===== src/rtl/iob_spi_slave_fl.sv =====
// SPI flash responder: oversampled mode-0 SPI target that answers READ, PAGE PROGRAM,
// READ STATUS, WREN/WRDI and JEDEC ID, serving data through a byte-wide memory port.
module iob_spi_slave_fl #(
  parameter int unsigned ADDR_W   = 24,
  parameter logic [23:0] JEDEC_ID = 24'hC22018
) (
  input  logic              clk,
  input  logic              rst,
  input  logic              sclk,
  input  logic              ss,
  input  logic              mosi,
  output logic              miso,
  output logic              mem_en,
  output logic              mem_we,
  output logic [ADDR_W-1:0] mem_addr,
  output logic [7:0]        mem_wdata,
  input  logic [7:0]        mem_rdata
);

  typedef enum logic [2:0] {
    S_IDLE, S_CMD, S_ADDR, S_RDATA, S_WDATA, S_STATUS, S_ID, S_IGNORE
  } state_t;

  typedef enum logic [1:0] {WEL_NONE, WEL_SET, WEL_CLR} wel_op_t;

  localparam logic [7:0] CMD_READ = 8'h03;
  localparam logic [7:0] CMD_PP   = 8'h02;
  localparam logic [7:0] CMD_RDSR = 8'h05;
  localparam logic [7:0] CMD_RDID = 8'h9F;
  localparam logic [7:0] CMD_WREN = 8'h06;
  localparam logic [7:0] CMD_WRDI = 8'h04;

  logic [2:0]        sclk_sync_q;
  logic [2:0]        ss_sync_q;
  logic [1:0]        mosi_sync_q;

  state_t            state_q, state_d;
  logic [2:0]        bit_cnt_q, bit_cnt_d;
  logic [2:0]        tx_cnt_q, tx_cnt_d;
  logic [1:0]        byte_cnt_q, byte_cnt_d;
  logic [6:0]        rx_q, rx_d;
  logic [22:0]       addr_sh_q, addr_sh_d;
  logic [ADDR_W-1:0] addr_q, addr_d;
  logic              is_read_q, is_read_d;
  logic [7:0]        tx_q, tx_d;
  logic              miso_q, miso_d;
  logic              wel_q, wel_d;
  wel_op_t           wel_op_q, wel_op_d;
  logic              extra_q, extra_d;
  logic              pp_q, pp_d;
  logic              rd_wait_q, rd_wait_d;
  logic              mem_en_q, mem_en_d;
  logic              mem_we_q, mem_we_d;
  logic [ADDR_W-1:0] mem_addr_q, mem_addr_d;
  logic [7:0]        mem_wdata_q, mem_wdata_d;

  logic              sclk_rise, sclk_fall, ss_rise, ss_fall, mosi_s;
  logic [7:0]        byte_in;
  logic [23:0]       addr_full;
  logic [ADDR_W-1:0] addr_inc;
  logic [7:0]        status_byte;
  logic [7:0]        id_byte;

  assign sclk_rise   = sclk_sync_q[1] & ~sclk_sync_q[2];
  assign sclk_fall   = ~sclk_sync_q[1] & sclk_sync_q[2];
  assign ss_rise     = ss_sync_q[1] & ~ss_sync_q[2];
  assign ss_fall     = ~ss_sync_q[1] & ss_sync_q[2];
  assign mosi_s      = mosi_sync_q[1];
  assign byte_in     = {rx_q, mosi_s};
  assign addr_full   = {addr_sh_q, mosi_s};
  assign addr_inc    = addr_q + 1'b1;
  assign status_byte = {6'b0, wel_q, 1'b0};

  always_comb begin
    case (byte_cnt_q)
      2'd0:    id_byte = JEDEC_ID[23:16];
      2'd1:    id_byte = JEDEC_ID[15:8];
      2'd2:    id_byte = JEDEC_ID[7:0];
      default: id_byte = 8'h00;
    endcase
  end

  always_comb begin
    state_d     = state_q;
    bit_cnt_d   = bit_cnt_q;
    tx_cnt_d    = tx_cnt_q;
    byte_cnt_d  = byte_cnt_q;
    rx_d        = rx_q;
    addr_sh_d   = addr_sh_q;
    addr_d      = addr_q;
    is_read_d   = is_read_q;
    tx_d        = tx_q;
    miso_d      = miso_q;
    wel_d       = wel_q;
    wel_op_d    = wel_op_q;
    extra_d     = extra_q;
    pp_d        = pp_q;
    mem_en_d    = 1'b0;
    mem_we_d    = 1'b0;
    mem_addr_d  = mem_addr_q;
    mem_wdata_d = mem_wdata_q;
    rd_wait_d   = mem_en_q & ~mem_we_q;

    // Read data returns one cycle after the strobe; only a live read consumes it.
    if (rd_wait_q && state_q == S_RDATA) tx_d = mem_rdata;

    if (ss_rise) begin
      state_d   = S_IDLE;
      miso_d    = 1'b0;
      bit_cnt_d = 3'd0;
      tx_cnt_d  = 3'd0;
      rx_d      = 7'd0;
      if (pp_q)                                  wel_d = 1'b0;
      else if (!extra_q && wel_op_q == WEL_SET)  wel_d = 1'b1;
      else if (!extra_q && wel_op_q == WEL_CLR)  wel_d = 1'b0;
      wel_op_d  = WEL_NONE;
      extra_d   = 1'b0;
      pp_d      = 1'b0;
    end else begin
      case (state_q)
        S_IDLE: begin
          if (ss_fall) begin
            state_d   = S_CMD;
            bit_cnt_d = 3'd0;
            rx_d      = 7'd0;
          end
        end
        S_CMD: begin
          if (sclk_rise) begin
            rx_d      = byte_in[6:0];
            bit_cnt_d = bit_cnt_q + 3'd1;
            if (bit_cnt_q == 3'd7) begin
              byte_cnt_d = 2'd0;
              tx_cnt_d   = 3'd0;
              case (byte_in)
                CMD_READ: begin
                  state_d   = S_ADDR;
                  is_read_d = 1'b1;
                end
                CMD_PP: begin
                  pp_d      = 1'b1;
                  is_read_d = 1'b0;
                  state_d   = wel_q ? S_ADDR : S_IGNORE;
                end
                CMD_RDSR: begin
                  state_d = S_STATUS;
                  tx_d    = status_byte;
                end
                CMD_RDID: begin
                  state_d    = S_ID;
                  tx_d       = JEDEC_ID[23:16];
                  byte_cnt_d = 2'd1;
                end
                CMD_WREN: begin
                  state_d  = S_IGNORE;
                  wel_op_d = WEL_SET;
                end
                CMD_WRDI: begin
                  state_d  = S_IGNORE;
                  wel_op_d = WEL_CLR;
                end
                default: state_d = S_IGNORE;
              endcase
            end
          end
        end
        S_ADDR: begin
          if (sclk_rise) begin
            addr_sh_d = addr_full[22:0];
            bit_cnt_d = bit_cnt_q + 3'd1;
            if (bit_cnt_q == 3'd7) begin
              byte_cnt_d = byte_cnt_q + 2'd1;
              if (byte_cnt_q == 2'd2) begin
                addr_d   = addr_full[ADDR_W-1:0];
                tx_cnt_d = 3'd0;
                if (is_read_q) begin
                  state_d    = S_RDATA;
                  mem_en_d   = 1'b1;
                  mem_addr_d = addr_full[ADDR_W-1:0];
                end else begin
                  state_d = S_WDATA;
                end
              end
            end
          end
        end
        S_RDATA: begin
          if (sclk_fall) begin
            miso_d   = tx_q[7];
            tx_d     = {tx_q[6:0], 1'b0};
            tx_cnt_d = tx_cnt_q + 3'd1;
            // Prefetch the next byte while bit 0 is on the wire.
            if (tx_cnt_q == 3'd7) begin
              mem_en_d   = 1'b1;
              mem_addr_d = addr_inc;
              addr_d     = addr_inc;
            end
          end
        end
        S_WDATA: begin
          if (sclk_rise) begin
            rx_d      = byte_in[6:0];
            bit_cnt_d = bit_cnt_q + 3'd1;
            if (bit_cnt_q == 3'd7) begin
              mem_en_d    = 1'b1;
              mem_we_d    = 1'b1;
              mem_wdata_d = byte_in;
              mem_addr_d  = addr_q;
              addr_d      = addr_inc;
            end
          end
        end
        S_STATUS: begin
          if (sclk_fall) begin
            miso_d   = tx_q[7];
            tx_cnt_d = tx_cnt_q + 3'd1;
            tx_d     = (tx_cnt_q == 3'd7) ? status_byte : {tx_q[6:0], 1'b0};
          end
        end
        S_ID: begin
          if (sclk_fall) begin
            miso_d   = tx_q[7];
            tx_cnt_d = tx_cnt_q + 3'd1;
            if (tx_cnt_q == 3'd7) begin
              tx_d       = id_byte;
              byte_cnt_d = (byte_cnt_q == 2'd3) ? 2'd3 : byte_cnt_q + 2'd1;
            end else begin
              tx_d = {tx_q[6:0], 1'b0};
            end
          end
        end
        S_IGNORE: begin
          if (sclk_rise) extra_d = 1'b1;
        end
        default: state_d = S_IDLE;
      endcase
    end
  end

  always_ff @(posedge clk) begin
    if (rst) begin
      sclk_sync_q <= 3'b000;
      ss_sync_q   <= 3'b111;
      mosi_sync_q <= 2'b00;
      state_q     <= S_IDLE;
      bit_cnt_q   <= 3'd0;
      tx_cnt_q    <= 3'd0;
      byte_cnt_q  <= 2'd0;
      rx_q        <= 7'd0;
      addr_sh_q   <= 23'd0;
      addr_q      <= '0;
      is_read_q   <= 1'b0;
      tx_q        <= 8'd0;
      miso_q      <= 1'b0;
      wel_q       <= 1'b0;
      wel_op_q    <= WEL_NONE;
      extra_q     <= 1'b0;
      pp_q        <= 1'b0;
      rd_wait_q   <= 1'b0;
      mem_en_q    <= 1'b0;
      mem_we_q    <= 1'b0;
      mem_addr_q  <= '0;
      mem_wdata_q <= 8'd0;
    end else begin
      sclk_sync_q <= {sclk_sync_q[1:0], sclk};
      ss_sync_q   <= {ss_sync_q[1:0], ss};
      mosi_sync_q <= {mosi_sync_q[0], mosi};
      state_q     <= state_d;
      bit_cnt_q   <= bit_cnt_d;
      tx_cnt_q    <= tx_cnt_d;
      byte_cnt_q  <= byte_cnt_d;
      rx_q        <= rx_d;
      addr_sh_q   <= addr_sh_d;
      addr_q      <= addr_d;
      is_read_q   <= is_read_d;
      tx_q        <= tx_d;
      miso_q      <= miso_d;
      wel_q       <= wel_d;
      wel_op_q    <= wel_op_d;
      extra_q     <= extra_d;
      pp_q        <= pp_d;
      rd_wait_q   <= rd_wait_d;
      mem_en_q    <= mem_en_d;
      mem_we_q    <= mem_we_d;
      mem_addr_q  <= mem_addr_d;
      mem_wdata_q <= mem_wdata_d;
    end
  end

  assign miso      = miso_q;
  assign mem_en    = mem_en_q;
  assign mem_we    = mem_we_q;
  assign mem_addr  = mem_addr_q;
  assign mem_wdata = mem_wdata_q;

endmodule


===== config.mk =====
export PLATFORM = sky130hd
export DESIGN_NAME = iob_spi_slave_fl
export DESIGN_NICKNAME = d
export VERILOG_FILES = /design/src/rtl/iob_spi_slave_fl.sv
export SDC_FILE = /design/constraint.sdc
export NUM_CORES = 1
export LEC_CHECK = 0
export BUFFER_PORTS_ARGS = -buffer_cell sky130_fd_sc_hd__buf_2
export CAP_MARGIN = 20
export CORE_AREA = 4 4 122 124
export CTS_CLUSTER_SIZE = 8
export DETAILED_ROUTE_END_ITERATION = 16
export DIE_AREA = 0 0 126 128
export PLACE_DENSITY = 0.73
export SLEW_MARGIN = 15
export SYNTH_ARGS = -nofsm -noshare
export SYNTH_HDL_FRONTEND = slang
export SYNTH_SLANG_ARGS = --single-unit

===== constraint.sdc =====
create_clock -name clk -period 2.4 [get_ports clk]
set_input_delay 0 -clock clk [delete_from_list [all_inputs] [get_ports clk]]
set_output_delay 0 -clock clk [all_outputs]
set_load 0.005 [all_outputs]

# [Word level (Yosys, flattened, before mapping)]
# Cells that the tools add are included.
# W data, S select, Z words.
[totals] out_inout_bits=35 input_bits=13 wordCells=182 reg_bits=123
[classes] muxes=73 n_reduce_logical=35 eq_ne=36 n_addsub=4 bitwise=12
[ops] cell="$mux W24" count=13
[ops] cell="$pmux W24 S3" count=2
[ops] cell="$mux W8" count=9
[ops] cell="$mux W3" count=16
[ops] cell="$pmux W8 S4" count=1
[ops] cell="$add A24 B1 Y24 const B" count=1
[ops] cell="$eq A8 B3 Y1 const B" count=3
[ops] cell="$ne A2 B2 Y1 const B" count=12
[ops] cell="$pmux W8 S3" count=1
[ops] cell="$eq A3 B3 Y1 const B" count=6
[ops] cell="$pmux W3 S3" count=2
[ops] cell="$eq A8 B2 Y1 const B" count=2
[ops] cell="$pmux W8 S2" count=1
[ops] cell="$reduce_bool A3 Y1" count=5
[ops] cell="$mux W2" count=7
[ops] cell="$mux W7" count=2
[ops] cell="$pmux W7 S2" count=1
[ops] cell="$reduce_and A7 Y1" count=2
[ops] cell="$mux W1" count=12
[ops] cell="$pmux W3 S4" count=1
[ops] cell="$reduce_and A4 Y1" count=3
[ops] cell="$reduce_and A10 Y1" count=1
[ops] cell="$reduce_and A3 Y1" count=3
[ops] cell="$reduce_and A9 Y1" count=1
[ops] cell="25 further kinds" count=53

# [Depth between registers and ports, before layout]
[depth] word_depth=8 depth_mapped=9 mapped_depth_nobuf=7

# [Least setup slack after synthesis]
# No wires, ideal clock.
[synth_timing] path_kind="reg-to-reg" start="reg bit_cnt_q[0]" end="reg addr_q[22]" n_path_buf=2 required_time_ps=2270 path_stages_with_launch=9 setup_time_ps=130 path_slack_ps=375 synth_period_minus_slack_ps=2025 arrival_time_ps=1894 path_cell_list="dfxtp_1 > ha_1 > ha_1 > and3b_1 > buf_2 > a311oi_1 > or3_1 > clkbuf_1 > o32ai_1"
[synth_between] elab_chain_len=3 word_cells_on_any_way=4 classes_between="3 x eq/ne; 1 x reduce/logical"
[synth_rtl] item="start: declaration" line="38" text="logic [2:0] bit_cnt_q, bit_cnt_d;"
[synth_rtl] item="start signal: assignment" line="269" text="bit_cnt_q <= bit_cnt_d;"
[synth_rtl] item="$eq A3 B3 Y1 *" line="171, 204"
[synth_rtl] item="$ne A2 B2 Y1 (no line)"
[synth_rtl] item="$reduce_and A9 Y1 (no line) *"
[synth_rtl] item="end signal: assignment" line="274" text="addr_q <= addr_d;"
[synth_rtl] item="end: declaration" line="43" text="logic [ADDR_W-1:0] addr_q, addr_d;"
# Mark *: on every way between the ends. The rest lies on a longest branch, timed or not.
# A chain may end at the register's enable or synchronous reset.

# [Worst setup path after layout]
[layout_timing] start="reg bit_cnt_q[0]" end="reg addr_q[9]"
# The elaborated chain is that of the path after synthesis.

==> flow_summary.toml <==
[run_status]
status = "finished, final reports clean"

[detailed_routing]
vias_per_cell = 6.019
drc_errors = 0
first_pass_iters = 5
wl_per_cell_um = 17.29
antenna_left = 0
vias = 6464
drtIter0Drc = 596
wl_um = 18570

[layout]
diodes = 0
design_area_sq_um = 8115
multi_input_area_sq_um = 3946
regArea_sq_um = 2462
nFillCells = 1225
drive_gt1_share_pct = 18.12
syn_to_final_growth_pct = 20.09
fin_nets = 905

[yosys]
synth_most_common_cell = "dfxtp_1"
synth_cell_types = 75
synth_compound_area_share_pct = 25.07
synth_xor_area_share_pct = 0.6480
synth_edf_count = 0
synth-async-reset-ratio_pct = 0
synth.area.mux_share_pct = 4.777
synthTopCellsByCount = "dfxtp_1, nand2_1, nor2_1"
synthSimpleGateAreaFrac_pct = 25.62
synthAdderAreaFrac_pct = 2.037
synth-seq-cells = 123
syn_nets = 850
synth_top_family_by_area = "simple AND/OR/NAND/NOR gates"
synth_ff_type = "dfxtp_1"
synth.top_cell.area_share_pct = 36.44
synthesis.instances = 826
postSynthAreaPerCell_sq_um = 8.181
yosys_warnings = 0
yosysSeqAreaShare_pct = 36.44
synth_area_sq_um = 6758
synth_area_leader_cell = "dfxtp_1"
netlist_top_cells_area = "dfxtp_1, a21oi_1, nand2_1, mux2i_1, nor2_1"

[clock_network]
cts-root-buf = "clkbuf_16"
clkTransAtPathRegs_ns = 0.05
clk-insertion-delay-late_ns = 0.43
cts_max_level = 4
cts_tree = "yes"
cts.sinks = 123
cts-buffers-inserted = 17
cts_buffer_depth = 2

[worst_hold_path]
min_path_type = "in2reg"

[critical_path]
crit_path_max_incr_delay_ns = 0.39
cp_top_family = "compound AO/OA/AOI/OAI gates"
cp_max_fo = 11
cp.required_ns = 2.73
crit_slowest_cell = "a221o_1"
path_buf_inv = 1
worst_setup_path_end_kind = "flip-flop"
cp_cell_sequence = "ha_1 > ha_1 > nand3b_1 > buf_4 > a221o_1 > nor2_4 > o21ai_0 > a221oi_1"
startpoint_type = "flip-flop"
crit_path_frequent_cell = "ha_1"
worst-setup-path-type = "reg2reg"
cp_data_arrival_time_ns = 2.60

[timing]
setup_viol = 0
slew_viol_final = 0
rsz0062_at_grt = "no"
fin_worst_skew_ns = 0.005430
tightest_slew_ns = 0.6272
hold_viol_final = 0
fmax_ghz = 0.4405
setup_tns_ns = 0
period_minus_slack_ns = 2.270
finalCritPeriodShare_pct = 94.58
maxSlewHeadroom_pct = 58.19

[global_route]
antenna_found_initial = 0
grt_max_degree = 54
grt_pass1_vias = 6066
grtUsageTotal_pct = 23.19
grt-ovfl-total = 0
grt_pass1_wl_um = 30660

[floorplan]
rows = 43
start_util_pct = 49.06
fp.dieArea_sq_um = 16130
io_pins = 48
die_height_um = 128
die_w_um = 126
core_area_sq_um = 13770

[flow_run]
drv_cap = 0

[place]
port_buffers = 47
dpl_cell_area_sq_um = 7320
gp_congestion = 0.8992
hpwl_um = 12490

[power]
p_per_area_nw_per_um2 = 653.1
static-leakage-power_uw = 0.002973
peakVddDrop_v = 0.0005023
[flip-flops by register name, indices dropped and copies added, names as in the netlist, 3 cells and up]
register	flops
mem_wdata	8
ss_sync_q	3
sclk_sync_q	3
addr_sh_q	23
mem_addr	24
bit_cnt_q	3
rx_q	7
addr_q	24
tx_q	8
tx_cnt_q	3
state_q	3
[stage by stage]
stage | worst slack [ns] | total power, uW | utilization [%] | std cells | hold slack [ns]
finish | 0.1301 | 5300 | 58.92 | 1074 | 0.03568
global route | 0.01052 | 5447 | 58.92 | 1074 | 0.04808
CTS | 0.05075 | 5338 | 58.80 | 1074 | 0.01750
detailed placement | 0.05769 | 2292 | 53.14 | 1034 | 0.1914
global placement | 0.1792 | 2290 | 53.14 | 1034 | 0.1957
floorplan | 0.3754 | 2232 | - | 826 | 0.1038
[cell families after synthesis]
family / Yosys count
AOI/OAI and AO/OA: 247
xor gates and xnor gates: 5
adders and majority gates: 11
buffers and inverters: 80
DFF: 123
muxes: 32
and+or+nand+nor: 328
[per-layer routing]
| layer | vias up | share of wire (%) | wire (um) | track usage, % |
|---|---|---|---|---|
| met4 | 0 | 2.2 | 404 | 8.959 |
| li1 | 3161 | - | - | - |
| met3 | 40 | 6.5 | 1207 | 5.625 |
| met5 | - | 0 | 0 | 0 |
| met2 | 238 | 47 | 8720 | 37.43 |
| met1 | 3025 | 44 | 8238 | 30.11 |
[where the power goes]
group | internal [uW] | total (uW) | switching [uW]
combinational | 77.4 | 196 | 118
sequential | 2060 | 2070 | 10.7
clock | 2110 | 3040 | 933
total | 4240 | 5300 | 1060
[cell usage in the layout (no fill, tap or decap), drive strengths merged, types with 6 or more instances in the layout]
cell	count
and2	6
clkbuf	21
nor2	81
bufinv	7
mux2i	30
ha	11
a31oi	13
nand2b	10
nor4	16
and3	13
a211oi	27
dfxtp	123
buf	93
nor2b	16
and4	6
dlygate4sd3	8
a311oi	8
nor3	17
nor3b	6
o32ai	8
o21ai	48
nand3	28
inv	15
a221oi	10
nand2	97
a21oi	76
nand4	8
[cell type report]
class                   instances  area share, %
clock buffers                  21          5.674
clock inverters                11          2.945
inverters                      15         0.6938
multi-input cells             623          48.63
flip-flops and latches        123          30.34
well taps                     180          2.775
repair buffers                101          8.942
[timing repair]
| action | CTS | global route |
|---|---|---|
| setup buffers | 0 | 0 |
| gates resized for setup | 0 | 5 |
| hold buffers | 8 | 0 |
| hold endpoints to repair | 8 | 0 |
| setup endpoints to repair | 0 | 23 |
[worst min-delay path, cell delays in order]
cell and delay, ns:
buf_2 0.10, mux2i_1 0.18, a211oi_1 0.12
[final timing paths]
path	start	to	slack, ns	depth (start not counted)
max	bit_cnt_q[0]	addr_q[9]	0.13	8
min	mem_rdata[7]	tx_q[7]	0.04	3
max reg2reg	bit_cnt_q[0]	addr_q[9]	0.13	8
min reg2reg	ss_sync_q[0]	ss_sync_q[1]	0.41	1
Power figures use the tool's default switching activity.
